File: src/rtl/mem_access_pkg.sv
// mem_access_pkg: shared types and decode helpers for the memory-access stage.
package mem_access_pkg;

    typedef enum logic [3:0] {
        OP_NONE, OP_LB, OP_LBU, OP_LH, OP_LHU, OP_LW, OP_LWL, OP_LWR,
        OP_SB, OP_SH, OP_SW, OP_LL, OP_SC
    } mem_op_t;

    typedef enum logic [1:0] {IDLE, REQ, RESP, DONE} state_t;

    function automatic logic is_store(input mem_op_t op);
        return op inside {OP_SB, OP_SH, OP_SW, OP_SC};
    endfunction

    function automatic logic misaligned(input mem_op_t op, input logic [1:0] a);
        return (op inside {OP_LH, OP_LHU, OP_SH} && a[0]) ||
               (op inside {OP_LW, OP_LL, OP_SW, OP_SC} && a != 2'b00);
    endfunction

endpackage

File: src/rtl/load_data_aligner.sv
// load_data_aligner: little-endian extraction, extension and LWL/LWR merging of load data.
module load_data_aligner
    import mem_access_pkg::*;
(
    input  mem_op_t     mem_op,
    input  logic [1:0]  addr,
    input  logic [31:0] rdata,
    input  logic [31:0] rt_data,
    output logic [31:0] data
);
    logic [4:0]  sh;
    logic [7:0]  b;
    logic [15:0] h;
    logic [31:0] ml;
    logic [31:0] mr;

    always_comb begin
        sh   = {addr, 3'b000};
        b    = rdata[sh +: 8];
        h    = addr[1] ? rdata[31:16] : rdata[15:0];
        ml   = 32'hFFFF_FFFF << sh;
        mr   = 32'hFFFF_FFFF >> sh;
        data = mem_op == OP_LB  ? {{24{b[7]}}, b} :
               mem_op == OP_LBU ? {24'b0, b} :
               mem_op == OP_LH  ? {{16{h[15]}}, h} :
               mem_op == OP_LHU ? {16'b0, h} :
               mem_op == OP_LWL ? (rdata & ml) | (rt_data & ~ml) :
               mem_op == OP_LWR ? ((rdata >> sh) & mr) | (rt_data & ~mr) :
               rdata;
    end
endmodule

File: src/rtl/stage_memory_access.sv
// stage_memory_access: one data-memory bus transaction per instruction, load formatting and LL/SC link tracking.
module stage_memory_access
    import mem_access_pkg::*;
#(
    parameter int ADDR_W = 32,
    parameter int DATA_W = 32
) (
    input  logic              clk,
    input  logic              reset,
    input  logic              in_valid,
    input  mem_op_t           mem_op,
    input  logic [ADDR_W-1:0] mem_addr,
    input  logic [DATA_W-1:0] rt_data,
    input  logic [DATA_W-1:0] dest_reg_data,
    input  logic [4:0]        dest_reg,
    input  logic              nullify,
    input  logic              eret,
    input  logic              stall_in,
    output logic              mem_req,
    output logic              mem_we,
    output logic [ADDR_W-1:0] mem_addr_o,
    output logic [3:0]        mem_be,
    output logic [DATA_W-1:0] mem_wdata,
    input  logic              mem_gnt,
    input  logic              mem_rvalid,
    input  logic [DATA_W-1:0] mem_rdata,
    output logic              out_valid,
    output logic [DATA_W-1:0] out_data,
    output logic [4:0]        out_reg,
    output logic              exc_adel,
    output logic              exc_ades,
    output logic              wait_mem,
    output logic              llbit
);
    state_t      state, state_d;
    mem_op_t     op_q;
    logic [1:0]  off_q;
    logic [31:0] rt_q;
    logic [4:0]  reg_q;
    logic        kill_q;
    logic [31:0] aligned;
    logic        none_ok, accept, bad, sc_fail, go, done_ld, done_st, fin, killed;
    logic [3:0]  be_d;
    logic [31:0] wd_d;

    load_data_aligner u_align (
        .mem_op  (op_q),
        .addr    (off_q),
        .rdata   (mem_rdata),
        .rt_data (rt_q),
        .data    (aligned)
    );

    always_comb begin
        none_ok  = state == IDLE && in_valid && !nullify && mem_op == OP_NONE;
        accept   = state == IDLE && in_valid && !nullify && mem_op != OP_NONE;
        bad      = accept && misaligned(mem_op, mem_addr[1:0]);
        sc_fail  = accept && !bad && mem_op == OP_SC && !llbit;
        go       = accept && !bad && !sc_fail;
        wait_mem = go || state == REQ || state == RESP;
        done_ld  = state == RESP && mem_rvalid;
        done_st  = state == REQ && mem_gnt && is_store(op_q);
        fin      = done_ld || done_st;
        killed   = kill_q || nullify;
        be_d     = mem_op == OP_SB ? 4'b0001 << mem_addr[1:0] :
                   mem_op == OP_SH ? (mem_addr[1] ? 4'b1100 : 4'b0011) : 4'b1111;
        wd_d     = mem_op == OP_SB ? {4{rt_data[7:0]}} :
                   mem_op == OP_SH ? {2{rt_data[15:0]}} : rt_data;
    end

    // A transaction killed after grant skips DONE so no result is ever presented.
    always_comb begin
        state_d = state;
        case (state)
            IDLE:    state_d = go ? REQ : IDLE;
            REQ:     state_d = mem_gnt ? (is_store(op_q) ? (killed ? IDLE : DONE) : RESP) :
                               nullify ? IDLE : REQ;
            RESP:    state_d = mem_rvalid ? (killed ? IDLE : DONE) : RESP;
            default: state_d = stall_in ? DONE : IDLE;
        endcase
    end

    always_ff @(posedge clk or negedge reset) begin
        if (!reset) begin
            state      <= IDLE;
            op_q       <= OP_NONE;
            off_q      <= '0;
            rt_q       <= '0;
            reg_q      <= '0;
            kill_q     <= 1'b0;
            mem_req    <= 1'b0;
            mem_we     <= 1'b0;
            mem_addr_o <= '0;
            mem_be     <= '0;
            mem_wdata  <= '0;
            out_valid  <= 1'b0;
            out_data   <= '0;
            out_reg    <= '0;
            exc_adel   <= 1'b0;
            exc_ades   <= 1'b0;
            llbit      <= 1'b0;
        end else begin
            state    <= state_d;
            exc_adel <= bad && !is_store(mem_op);
            exc_ades <= bad && is_store(mem_op);
            kill_q   <= go ? 1'b0 : (state inside {REQ, RESP}) && nullify ? 1'b1 : kill_q;
            if (go) begin
                op_q       <= mem_op;
                off_q      <= mem_addr[1:0];
                rt_q       <= rt_data;
                reg_q      <= dest_reg;
                mem_req    <= 1'b1;
                mem_we     <= is_store(mem_op);
                mem_addr_o <= {mem_addr[ADDR_W-1:2], 2'b00};
                mem_be     <= be_d;
                mem_wdata  <= wd_d;
            end else if (state == REQ && (mem_gnt || nullify)) begin
                mem_req <= 1'b0;
                mem_we  <= 1'b0;
            end
            out_valid <= none_ok || sc_fail || (fin && !killed) || (state == DONE && stall_in);
            if (none_ok || sc_fail) begin
                out_data <= none_ok ? dest_reg_data : '0;
                out_reg  <= dest_reg;
            end else if (fin) begin
                out_data <= done_ld ? aligned : {31'b0, op_q == OP_SC};
                out_reg  <= reg_q;
            end
            llbit <= eret ? 1'b0 :
                     done_ld && op_q == OP_LL && !killed ? 1'b1 :
                     done_st && op_q == OP_SC && !killed ? 1'b0 : llbit;
        end
    end
endmodule

File: config.mk
export PLATFORM = sky130hd
export DESIGN_NAME = stage_memory_access
export DESIGN_NICKNAME = d
export VERILOG_FILES = /design/src/rtl/mem_access_pkg.sv /design/src/rtl/load_data_aligner.sv /design/src/rtl/stage_memory_access.sv
export SDC_FILE = /design/constraint.sdc
export NUM_CORES = 1
export LEC_CHECK = 0
export CORE_MARGIN = 1
export CORE_UTILIZATION = 49
export CTS_BUF_LIST = sky130_fd_sc_hd__clkbuf_8
export CTS_CLUSTER_DIAMETER = 40
export DETAILED_ROUTE_END_ITERATION = 7
export GPL_TIMING_DRIVEN = 0
export PLACE_DENSITY = 0.83
export SETUP_SLACK_MARGIN = 0.3
export SYNTH_ARGS = -nofsm -noshare
export SYNTH_HDL_FRONTEND = slang
export SYNTH_SLANG_ARGS = --single-unit
File: constraint.sdc
create_clock -name clk -period 2.62 [get_ports clk]
set_input_delay 0.524 -clock clk [delete_from_list [all_inputs] [get_ports clk]]
set_output_delay 0.524 -clock clk [all_outputs]
set_load 0.02 [all_outputs]
Word level (Yosys, flattened, before mapping):

Cells that the tools add are included.

* bits in registers: 155
* input port bits: 145
* output and inout bits: 112
* word-level logic and storage cells: 138

* equal/unequal tests: 22
* shift operators: 5
* muxes and demuxes: 34
* bitwise operators: 8
* reduce and logical (&&, ||, !) cells: 52

Operator list (number)
* $mux W32: 12
* $and A32 B32 Y32: 4
* $not A32 Y32: 2
* $or A32 B32 Y32: 2
* $eq A4 B4 Y1 const B: 10
* $shiftx A32 B6 Y8: 1
* $shl A32 B5 Y32 const A: 1
* $shr A32 B5 Y32: 1
* $shr A32 B5 Y32 const A: 1
* $logic_and A1 B1 Y1: 24
* $eq A4 B3 Y1 const B: 5
* $mux W16: 1
* $reduce_bool A4 Y1: 4
* $eq A4 B2 Y1 const B: 3
* $mux W4: 3
* $mux W1: 10
* $mux W2: 5
* $mux W5: 2
* $reduce_bool A2 Y1: 5
* $logic_or A1 B1 Y1: 9
* $logic_not A1 Y1: 6
* $pmux W2 S3: 1
* $reduce_bool A3 Y1: 2
* $eq A2 B2 Y1 const B: 2
* other kinds (5): 5

Logic depth before layout (Yosys ltp):

Gate-level depths: netlist of run 1.

* depth after elaboration: 13
* mapped depth: 9
* mapped depth without buffers: 7

Cells and area by module:

From an unflattened synthesis of run 1, not the netlist that was laid out.

* cell total of the unflattened synthesis: 879
* area, all modules: 9033.7 µm²

Modules (own cells, without submodules)
* stage_memory_access: instances 1, cells each 559, area each 6924.1 µm², sequential area each 3678.5 µm²
* load_data_aligner: instances 1, cells each 320, area each 2109.5 µm², sequential area each 0.0 µm²

Worst setup path before layout of run 1:

Ideal clock, no wire load.

* path type: input port to output port
* from: in mem_op[1]
* to: out wait_mem
* arrival time: 2.017 ns
* data required time: 2.096 ns
* slack: 0.079 ns
* stages on the path: 7
* path buffers: 3
* path through: buf_4 -> or4b_4 -> or2_4 -> nand3_4 -> buf_8 -> buf_8 -> nand2_1

* longest elaborated chain between the ends: 13
* elaborated cells on any way between the ends: 23
* classes of those cells: eq/ne (7); reduce/logical (16)

Ends and longest elaborated chain
* start, declared: RTL line stage_memory_access.sv:11 `input mem_op_t mem_op,`
* $eq A4 B3 Y1 (tied with other cells): RTL line mem_access_pkg.sv:17 `(op inside {OP_LW, OP_LL, OP_SW, OP_SC} && a != 2'b00);`
* $reduce_bool A4 Y1 or $reduce_bool A3 Y1 (tied branches): RTL line mem_access_pkg.sv:17, mem_access_pkg.sv:16
* $logic_and A1 B1 Y1 (on tied branches): RTL line mem_access_pkg.sv:17, mem_access_pkg.sv:16
* $logic_or A1 B1 Y1: RTL line mem_access_pkg.sv:16 `return (op inside {OP_LH, OP_LHU, OP_SH} && a[0]) ||`
* $logic_and A1 B1 Y1: RTL line stage_memory_access.sv:57 `bad = accept && misaligned(mem_op, mem_addr[1:0]);`
* $logic_not A1 Y1: RTL line stage_memory_access.sv:58, stage_memory_access.sv:59
* $logic_and A1 B1 Y1: RTL line stage_memory_access.sv:58, stage_memory_access.sv:59
* $logic_and A1 B1 Y1 (2 in series): RTL line stage_memory_access.sv:58 `sc_fail = accept && !bad && mem_op == OP_SC && !llbit;`
* $logic_not A1 Y1: RTL line stage_memory_access.sv:59 `go = accept && !bad && !sc_fail;`
* $logic_and A1 B1 Y1 (*): RTL line stage_memory_access.sv:59
* $logic_or A1 B1 Y1 (*) (2 in series): RTL line stage_memory_access.sv:60 `wait_mem = go || state == REQ || state == RESP;`
* end, declared: RTL line stage_memory_access.sv:32 `output logic wait_mem,`

Every way passes the cells marked *; elsewhere a longest branch is shown, timed or not.

Worst setup path after layout of run 1:

* from: reg llbit
* to: out wait_mem

* longest elaborated chain between the ends: 6

Ends and longest elaborated chain
* start, declared: RTL line stage_memory_access.sv:33 `output logic llbit`
* start signal, assigned: RTL line stage_memory_access.sv:129 `llbit <= eret ? 1'b0 :`
* $logic_not A1 Y1: RTL line stage_memory_access.sv:58
* $logic_and A1 B1 Y1: RTL line stage_memory_access.sv:58
* $logic_not A1 Y1: RTL line stage_memory_access.sv:59
* $logic_and A1 B1 Y1: RTL line stage_memory_access.sv:59
* $logic_or A1 B1 Y1 (2 in series): RTL line stage_memory_access.sv:60

No other way between the ends.

==> results of run 1 <==
-- metrics by stage --
step,worst slack (ns),hold WS [ns],util
global placement,-4.87,0.461,0.665
CTS,-0.0408,0.334,0.698
finish,-0.00148,0.354,0.703
global route,-0.0422,0.357,0.703
floorplan,0.171,0.228,-
detailed placement,-0.955,0.471,0.667
-- how the worst max path moves through the flow --
stage                     slack, ns                          to                from
after CTS                     -0.04                    wait_mem   llbit$_DFFE_PN0P_
after floorplan                0.17                    wait_mem           mem_op[0]
after detailed placement      -0.96                    wait_mem           mem_op[2]
after global routing          -0.04                    wait_mem  state[0]$_DFF_PN0_
final                        -0.001                    wait_mem   llbit$_DFFE_PN0P_
after global placement        -4.87  mem_addr_o[14]$_DFFE_PN0P_               reset
-- final cells by class --
cell class / count / area, sq um / area share
multi-input combinational: 580 / 4600 / 0.380
sequential: 147 / 3680 / 0.303
timing repair buffer: 267 / 2650 / 0.218
buffer: 69 / 488 / 0.0403
tap: 225 / 282 / 0.0232
clock buffer: 19 / 262 / 0.0216
clock inverter: 12 / 129 / 0.0106
inverter: 9 / 33.8 / 0.00279
-- where the power goes --
group / internal [uW] / switching, uW / leakage [uW]
Clock: 892 / 927 / 0.000200
Sequential: 3340 / 773 / 0.00177
Combinational: 3750 / 3730 / 0.00323
Total: 7980 / 5420 / 0.00520
-- repair_timing --
item | 4_1_cts | 5_1_grt
gates resized for setup | 25 | 37
hold buffers | 1 | 0
endpoints found under the hold margin | 31 | 0
cloned | 0 | 0
setup endpoints to repair | 89 | 33
buffers inserted | 9 | 5
pin swaps | 5 | 6
-- layout by cell type, fill, tap and decap left out, drive strengths merged, types with 2 or more instances in the layout --
| cell type | n |
|---|---|
| conb | 2 |
| and2 | 4 |
| ha | 5 |
| mux4 | 10 |
| a31oi | 29 |
| a32o | 2 |
| clkdlybuf4s50 | 246 |
| a221oi | 9 |
| or2 | 3 |
| nor3 | 5 |
| nand3 | 27 |
| mux2 | 124 |
| o22a | 8 |
| inv | 13 |
| nand2 | 102 |
| nor2 | 33 |
| nand3b | 4 |
| o31ai | 3 |
| dfrtp | 147 |
| buf | 56 |
| nor2b | 3 |
| maj3 | 2 |
| o211ai | 15 |
| bufinv | 2 |
| clkinv | 4 |
| o21ai | 59 |
| clkbuf | 52 |
| xor2 | 2 |
| mux2i | 29 |
| nor4 | 4 |
| and3b | 2 |
| a21oi | 36 |
| nand2b | 3 |
| a22oi | 31 |
| nor4b | 2 |
| nand4 | 2 |
| clkinvlp | 2 |
| or3 | 2 |
-- kinds of logic after synthesis --
family	count (synthesis)	synth area share
compound gates	203	0.154
flops	147	0.426
buf+inv	78	0.0550
xor+xnor	2	0.00203
mux	163	0.240
simple gates	203	0.113
fa+ha+maj	7	0.00970
other cells	1	0.000434
-- worst max-delay path, cell delays in order, from the launching register on --
cell     delay (ns)
dfrtp_1        0.43
or4b_4         0.50
or2_4          0.26
nand3_4        0.08
buf_12         0.11
buf_12         0.10
nand2_4        0.04
buf_6          0.13
-- per-layer routing --
layer	wire, microns	vias to the layer above	part of all wire
met3	2480	58	0.090
met4	799	0	0.029
met2	12800	399	0.46
met5	0	-	0
met1	11500	3732	0.42
li1	-	3540	-
==> flow_summary_export.csv, run 1 <==
group,metric,value,unit
run_status,status,"finished, violations left",
run_status,violations,"negative setup slack",
synthesis,async_flop_share,1.00,
synthesis,yosysTopAreaCellShare,0.426,
worst_setup_path,regToRegEndpoint,"out_data[25]$_DFFE_PN0P_",
worst_setup_path,rrSetupSlack,0.33,ns
finish,fin_nets,1241,
clocking,htreeDepth,4,
sta,fin_crit_sh,1.00,
min_path,hold_path_end,"op_q[1]$_DFFE_PN0P_",
clocking,cts_tree,"done",
global_routing,grt_pass1_wl,42.2,mm
sta,finalSetupViolCount,1,
synthesis,ys_seq_area_frac,0.426,
routing,vias_per_cell,5.82,
floorplanning,start_util,0.501,
synthesis,ys.flop_type,"dfrtp_1",
synthesis,syn_area,0.00864,sq mm
power_and_ir_drop,ir_drop,0.000628,V
finish,fill_cells,1299,
sta,fmax,381,MHz
power_and_ir_drop,powerDensity,1110,mW/mm^2
finish,design_area,0.0121,sq mm
floorplanning,rows,48,
synthesis,synth_common_cells,"147 x dfrtp_1, 102 x nand2_1, 80 x mux2_2",
finish,drive_gt1_frac,0.243,
global_routing,met1_usage,0.410,
worst_setup_path,arrival,2.10,ns
place,dp_hpwl,20.4,mm
sta,slew_headroom,0.578,
worst_setup_path,crit-reg2reg-launch,"state[0]$_DFF_PN0_",
sta,finalWorstSetupSlack,-0.00148,ns
sta,final.setup_skew,0.0144,ns
place,place_area,0.0115,sq mm
global_routing,track_usage,0.308,
synthesis,ys_ff_latch,147,
sta,hold_viol_final,0,
routing,vias,7729,
place,dpl.cell_count,1282,
global_routing,grt_max_degree,100,
global_routing,gr-usage-met2,0.475,
routing,firstDrtPassIters,7,
synthesis,postSynthAreaPerCell,10.8,sq um
floorplanning,core,0.0172,sq mm
routing,wl,27.6,mm
sta,min_period,2.62,ns
finish,final_cells,1328,
clocking,clock_latency,0.48,ns
global_routing,grt_util_met3,0.0833,
synthesis,yosys.area.top_type,"dfrtp_1",
clocking,clk_pin_slew,0.08,ns
min_path,worstHoldStart,"mem_op[1]",
place,place.gp.congestion,0.933,
power_and_ir_drop,p_leak,0.00520,uW
clocking,cts_buffer_depth,2,
synthesis,netlist_top_cells_area,"dfrtp_1 43%, mux2_2 10%, mux2_4 7.6%",
worst_setup_path,worst_setup_path_start_kind,"flip-flop",
floorplanning,die_area,0.0182,sq mm
worst_setup_path,cp-end-kind,"output port",
finish,n_antenna_cell,0,
min_path,hold_path_class,"in -> reg",
floorplanning,fp.dieH,135,microns
floorplanning,dieWidth,135,microns
sta,setup_tns,-0.00148,ns
global_routing,grt_busiest_layer,"met2",
finish,area_growth,40.2,%
sta,maxSlewViolCount,0,
routing,drtIter0Drc,764,
worst_setup_path,required,2.10,ns
clocking,cts_buffers,17,
job,maxCapViolations,0,
synthesis,yosysWarnings,0,
synthesis,synth_cell_types,71,
floorplanning,pin_count,257,
worst_setup_path,worstRegToRegCells,9,
power_and_ir_drop,power,13400,uW
min_path,holdPathStages,2,
clocking,cts_sinks,147,
clocking,cts-root-buf,"clkbuf_8",
routing,drtAntennaViolNets,0,
global_routing,grt_overflow,0,
synthesis,syn_inst,804,
sta,worst_slew_pin_slew,0.626,ns
global_routing,grt_pass1_vias,7673,
sta,rsz0062_at_grt,"true",
global_routing,antenna_found_initial,0,
finish,largest_registers,"out_data: 32 flops, rt_q: 32 flops, mem_addr_o: 30 flops",
synthesis,synth-edff-count,0,
synthesis,yosysMostFrequentCell,"dfrtp_1",
worst_setup_path,crit_fanout,2,
worst_setup_path,critical_path_class,"reg -> out",
place,io_buffers,251,
routing,post_drt_wl_per_cell,20.8,microns
routing,drc,0,
Note: power is estimated with default switching activity, not from simulation.
==> inputs of run 2 (changes only) <==
CORE_MARGIN = 3   (was 1)
TNS_END_PERCENT = 10   (was default)
==> run 2 against run 1 <==
Compared with the run above:
- the flow still finishes with violations (negative setup slack)
- wire length is 3.4% higher
- setup slack worse by 0.0064 ns
- total power is 1.7% higher
- first-iteration DRC count is 2.1% higher
- flip-flop and latch count stayed put
- utilization is 1.7 points higher
- critical path depth stayed put
- sequential share of layout area is 0.17 points lower
- non-clock buffer count stayed put
- clock skew is 0.0057 ns lower
- largest cell class unchanged
==> flow_summary_export.csv, run 2 (synthesis results as in run 1) <==
group,metric,value,unit
global_routing,track_usage,0.288,
finish,final_common_cell,"clkdlybuf4s50_1",
floorplanning,pin_count,257,
sta,finalSetupViolCount,1,
routing,wl,28.5,mm
sta,finalWorstSetupSlack,-0.00790,ns
clocking,clk_pin_slew,0.08,ns
floorplanning,rows,47,
floorplanning,core,0.0169,sq mm
finish,final_cells,1325,
worst_setup_path,worstRegToRegCells,8,
worst_setup_path,worst_setup_path_start_kind,"flip-flop",
sta,final.setup_skew,0.00866,ns
worst_setup_path,cp-end-kind,"output port",
clocking,holdBufCountCts,0,
routing,post_drt_wl_per_cell,21.5,microns
finish,seqCellArea,0.00368,sq mm
routing,drc,0,
finish,multi_input_area,0.00462,sq mm
finish,fin_nets,1241,
routing,vias_per_cell,5.96,
clocking,htreeDepth,4,
floorplanning,die_area,0.0193,sq mm
worst_setup_path,rrSetupSlack,0.34,ns
sta,hold_viol_final,0,
sta,rsz0062_at_grt,"true",
global_routing,grt_max_degree,88,
worst_setup_path,crit_fanout,2,
sta,maxSlewViolCount,0,
power_and_ir_drop,ir_drop,0.000751,V
worst_setup_path,critical_path_class,"reg -> out",
clocking,cts_buffer_depth,2,
finish,drive_gt1_frac,0.235,
global_routing,grt_pass1_wl,44.1,mm
worst_setup_path,crit-reg2reg-launch,"op_q[1]$_DFFE_PN0P_",
finish,fin_util,0.720,
sta,slew_headroom,0.531,
routing,drtAntennaViolNets,0,
worst_setup_path,required,2.10,ns
finish,final_cell_mix,"246 x clkdlybuf4s50_1, 147 x dfrtp_1, 99 x nand2_1, 80 x mux2_2, 47 x o21ai_0",
global_routing,grt_overflow,0,
finish,area_growth,41.0,%
finish,largest_registers,"out_data: 32 flops, rt_q: 32 flops, mem_addr_o: 30 flops",
job,maxCapViolations,0,
power_and_ir_drop,p_leak,0.00523,uW
worst_setup_path,regToRegEndpoint,"out_data[12]$_DFFE_PN0P_",
global_routing,antenna_found_initial,2,
clocking,cts_tree,"done",
routing,firstDrtPassIters,7,
sta,min_period,2.63,ns
sta,whs,0.0248,ns
floorplanning,start_util,0.510,
run_status,violations,"negative setup slack",
clocking,cts_sinks,147,
finish,design_area,0.0122,sq mm
worst_setup_path,cp-startpoint,"llbit$_DFFE_PN0P_",
finish,fill_cells,1242,
run_status,status,"finished, violations left",
clocking,cts_buffers,17,
place,dpl.cell_count,1277,
place,dp_hpwl,21.1,mm
power_and_ir_drop,powerDensity,1120,mW/mm^2
sta,setup_tns,-0.00790,ns
place,place.gp.congestion,0.944,
clocking,clock_latency,0.46,ns
place,place_area,0.0115,sq mm
sta,worst_slew_pin_slew,0.701,ns
min_path,hold_path_class,"in -> async",
sta,fin_crit_sh,1.00,
routing,vias,7893,
clocking,cts-root-buf,"clkbuf_8",
floorplanning,fp.dieH,139,microns
worst_setup_path,arrival,2.10,ns
place,io_buffers,251,
global_routing,grt_pass1_vias,7765,
floorplanning,dieWidth,139,microns
routing,drtIter0Drc,780,
worst_setup_path,crit_end,"wait_mem",
sta,fmax,381,MHz
run 2: what timing repair did:
item                                    4_1_cts  5_1_grt
resized for setup                            24       34
endpoints found under the setup margin       88       36
buffers inserted                              7        8
pin swaps                                     6        4
run 2: cell type report:
type                    instances  area share
flip-flops and latches        147       0.302
multi-input cells             580       0.379
inverters                       9     0.00277
repair buffers                267       0.220
clock inverters                14      0.0143
well taps                     220      0.0226
plain buffers                  69      0.0400
diodes                          2    0.000411
clock buffers                  17      0.0192
run 2: metal layers:
layer / routed length [microns] / vias to the layer above / GRT usage
met5: 0 / - / 0
met4: 719 / 0 / 0.100
met3: 2730 / 52 / 0.0769
met2: 13600 / 458 / 0.463
met1: 11500 / 3857 / 0.379
li1: - / 3526 / -
run 2: stage by stage:
step	power, uW	setup slack [ns]
6_report	13600	-0.00790
2_1_floorplan	8370	0.171
5_1_grt	14300	-0.0643
3_5_place_dp	11300	-0.944
3_3_place_gp	11200	-4.93
4_1_cts	13300	-0.0335
run 2: worst min-delay path by stage:
stage                                    from                       end  slack (ns)
after floorplan                         reset        exc_adel$_DFF_PN0_        0.23
after global placement    mem_req$_DFFE_PN0P_       mem_req$_DFFE_PN0P_        0.46
after detailed placement  mem_req$_DFFE_PN0P_       mem_req$_DFFE_PN0P_        0.47
after CTS                               reset  out_data[19]$_DFFE_PN0P_        0.04
after global routing                    reset  out_data[19]$_DFFE_PN0P_        0.06
final                                   reset  out_data[19]$_DFFE_PN0P_        0.02
run 2: worst max-delay path: stages, from the launching register on:
cell and delay (ns):
dfrtp_1 0.42, or4b_4 0.51, or2_4 0.28, nand3_4 0.08
buf_12 0.11, buf_12 0.09, nand2_4 0.03, buf_6 0.13
run 2: report_power, final:
| group | internal [uW] | total, uW | leakage [uW] | switching (uW) |
|---|---|---|---|---|
| clock | 1010 | 1910 | 0.000216 | 892 |
| combinational | 3790 | 7580 | 0.00325 | 3790 |
| sequential | 3340 | 4140 | 0.00177 | 802 |
==> inputs of run 3 (changes only) <==
CORE_UTILIZATION = 39   (was 49)
PLACE_DENSITY = 0.68   (was 0.83)
clock period = 2.52 ns   (was 2.62 ns; I/O delays follow)
==> run 3 against run 2 <==
Compared with the run above:
- the flow still finishes with violations (negative setup slack)
- final area is 1.8% higher
- final cell count is 4.2% higher
- wire length is 0.22% lower
- first-iteration DRC count is 32% lower
- clock-buffer cell count stayed put
- non-clock buffer count is 2 higher
- largest power group unchanged
- highest routed layer is now met5
==> flow_summary_export.csv, run 3 (synthesis results as in run 1) <==
group,metric,value,unit
sta,fin_crit_sh,1.02,
floorplanning,rows,53,
min_path,hold_path_class,"in -> async",
finish,final_cell_mix,"243 x clkdlybuf4s50_1, 146 x dfrtp_1, 97 x nand2_1, 80 x mux2_2, 44 x mux2_4",
clocking,clk_pin_slew,0.09,ns
power_and_ir_drop,p_leak,0.00527,uW
sta,whs,0.0000773,ns
floorplanning,die_area,0.0240,sq mm
global_routing,grt_overflow,0,
global_routing,track_usage,0.233,
clocking,cts_sinks,147,
routing,drc,0,
place,dp_hpwl,21.4,mm
finish,final_common_cell,"clkdlybuf4s50_1",
routing,vias,7667,
routing,drtAntennaViolNets,0,
global_routing,grt_pass1_vias,7643,
finish,largest_registers,"out_data: 32 flops, rt_q: 32 flops, mem_addr_o: 30 flops",
floorplanning,core,0.0214,sq mm
sta,fmax,389,MHz
floorplanning,start_util,0.404,
finish,fill_cells,1871,
run_status,status,"finished, violations left",
power_and_ir_drop,powerDensity,1130,mW/mm^2
finish,n_antenna_cell,0,
floorplanning,dieWidth,155,microns
clocking,cts_tree,"done",
floorplanning,pin_count,257,
clocking,cts-root-buf,"clkbuf_8",
global_routing,antenna_found_initial,1,
sta,finalWorstSetupSlack,-0.0510,ns
place,place.gp.congestion,0.946,
worst_setup_path,crit_fanout,2,
floorplanning,fp.dieH,155,microns
power_and_ir_drop,power,14100,uW
power_and_ir_drop,ir_drop,0.000630,V
finish,drive_gt1_frac,0.275,
sta,setup_tns,-0.0510,ns
sta,hold_viol_final,0,
finish,fin_nets,1243,
job,maxCapViolations,0,
sta,min_period,2.57,ns
routing,wl,28.5,mm
sta,maxSlewViolCount,0,
clocking,clock_latency,0.47,ns
routing,post_drt_wl_per_cell,20.6,microns
global_routing,grt_pass1_wl,43.9,mm
sta,final.setup_skew,0.0138,ns
clocking,holdBufCountCts,0,
run_status,violations,"negative setup slack",
worst_setup_path,critical_path_class,"reg -> out",
place,post-place-ws,-1.05,ns
sta,rsz0062_at_grt,"true",
worst_setup_path,cp-end-kind,"output port",
finish,area_growth,43.6,%
clocking,htreeDepth,4,
routing,vias_per_cell,5.55,
clocking,cts_buffers,17,
place,io_buffers,251,
sta,slew_headroom,0.549,
routing,firstDrtPassIters,5,
routing,drtIter0Drc,533,
sta,finalSetupViolCount,1,
worst_setup_path,required,2.02,ns
worst_setup_path,worst_setup_path_start_kind,"flip-flop",
worst_setup_path,arrival,2.07,ns
sta,worst_slew_pin_slew,0.670,ns
clocking,cts_buffer_depth,2,
global_routing,grt_max_degree,89,
==> run 3: cell count changes in the layout (fill, tap and decap cells not counted), sizes merged <==
| cell | before | now |
|---|---|---|
| clkinv | 4 | 2 |
| diode | 2 | 0 |
| clkinvlp | 2 | 3 |
| buf | 58 | 61 |
| clkdlybuf4s50 | 246 | 243 |
| clkbuf | 47 | 48 |
| inv | 13 | 19 |
| bufinv | 4 | 0 |
| dlymetal6s2s | 0 | 1 |
==> run 3: power by group <==
part / total (uW) / switching, uW / internal (uW)
Sequential: 4270 / 802 / 3470
Combinational: 7990 / 3960 / 4040
Clock: 1800 / 1070 / 724
Total: 14100 / 5830 / 8230
==> run 3: path summary, 6_finish.rpt <==
| check | slack [ns] | end | from | depth (start not counted) |
|---|---|---|---|---|
| max in group asynchronous | 1.70 | mem_be[2]$_DFFE_PN0P_ | reset | 2 |
| hold / removal | 0.00008 | out_data[18]$_DFFE_PN0P_ | reset | 1 |
| setup reg to reg | 0.32 | mem_addr_o[7]$_DFFE_PN0P_ | llbit$_DFFE_PN0P_ | 7 |
| hold reg to reg | 0.50 | mem_req$_DFFE_PN0P_ | mem_req$_DFFE_PN0P_ | 2 |
| setup / recovery | -0.05 | wait_mem | llbit$_DFFE_PN0P_ | 7 |
| min in group clk | 0.35 | op_q[1]$_DFFE_PN0P_ | mem_op[1] | 2 |
==> run 3: layout make-up <==
class | count | area, sq um | share of cell area
clock inverter | 15 | 134 | 0.0108
sequential | 147 | 3680 | 0.297
multi-input combinational | 580 | 4770 | 0.385
timing repair buffer | 269 | 2710 | 0.218
clock buffer | 17 | 234 | 0.0189
buffer | 69 | 508 | 0.0409
tap | 275 | 344 | 0.0277
inverter | 9 | 33.8 | 0.00272
==> run 3: timing repair <==
| item | 4_1_cts | 5_1_grt |
|---|---|---|
| buffers inserted | 11 | 6 |
| gates resized for setup | 48 | 67 |
| endpoints found under the setup margin | 139 | 82 |
| pin swaps | 7 | 6 |
==> run 3: stage by stage <==
stage / instance area, sq um / utilization / std cells
2_1_floorplan: 8670 / - / 805
3_3_place_gp: 11500 / 0.538 / 1331
3_5_place_dp: 11600 / 0.540 / 1332
4_1_cts: 12200 / 0.567 / 1375
5_1_grt: 12400 / 0.579 / 1381
6_report: 12400 / 0.579 / 1381
==> run 3: critical path, stage by stage, from the launching register on <==
cell     delay (ns)
dfrtp_1        0.42
or4b_4         0.49
or2_4          0.26
nand3_4        0.08
buf_12         0.11
buf_12         0.09
nand2_4        0.04
buf_6          0.13
==> run 3: per-layer routing <==
layer	GRT usage	wire, microns	up-vias
li1	-	-	3545
met1	0.337	12800	3708
met2	0.348	12700	361
met3	0.0573	2290	51
met4	0.0711	682	2
met5	0	7	-
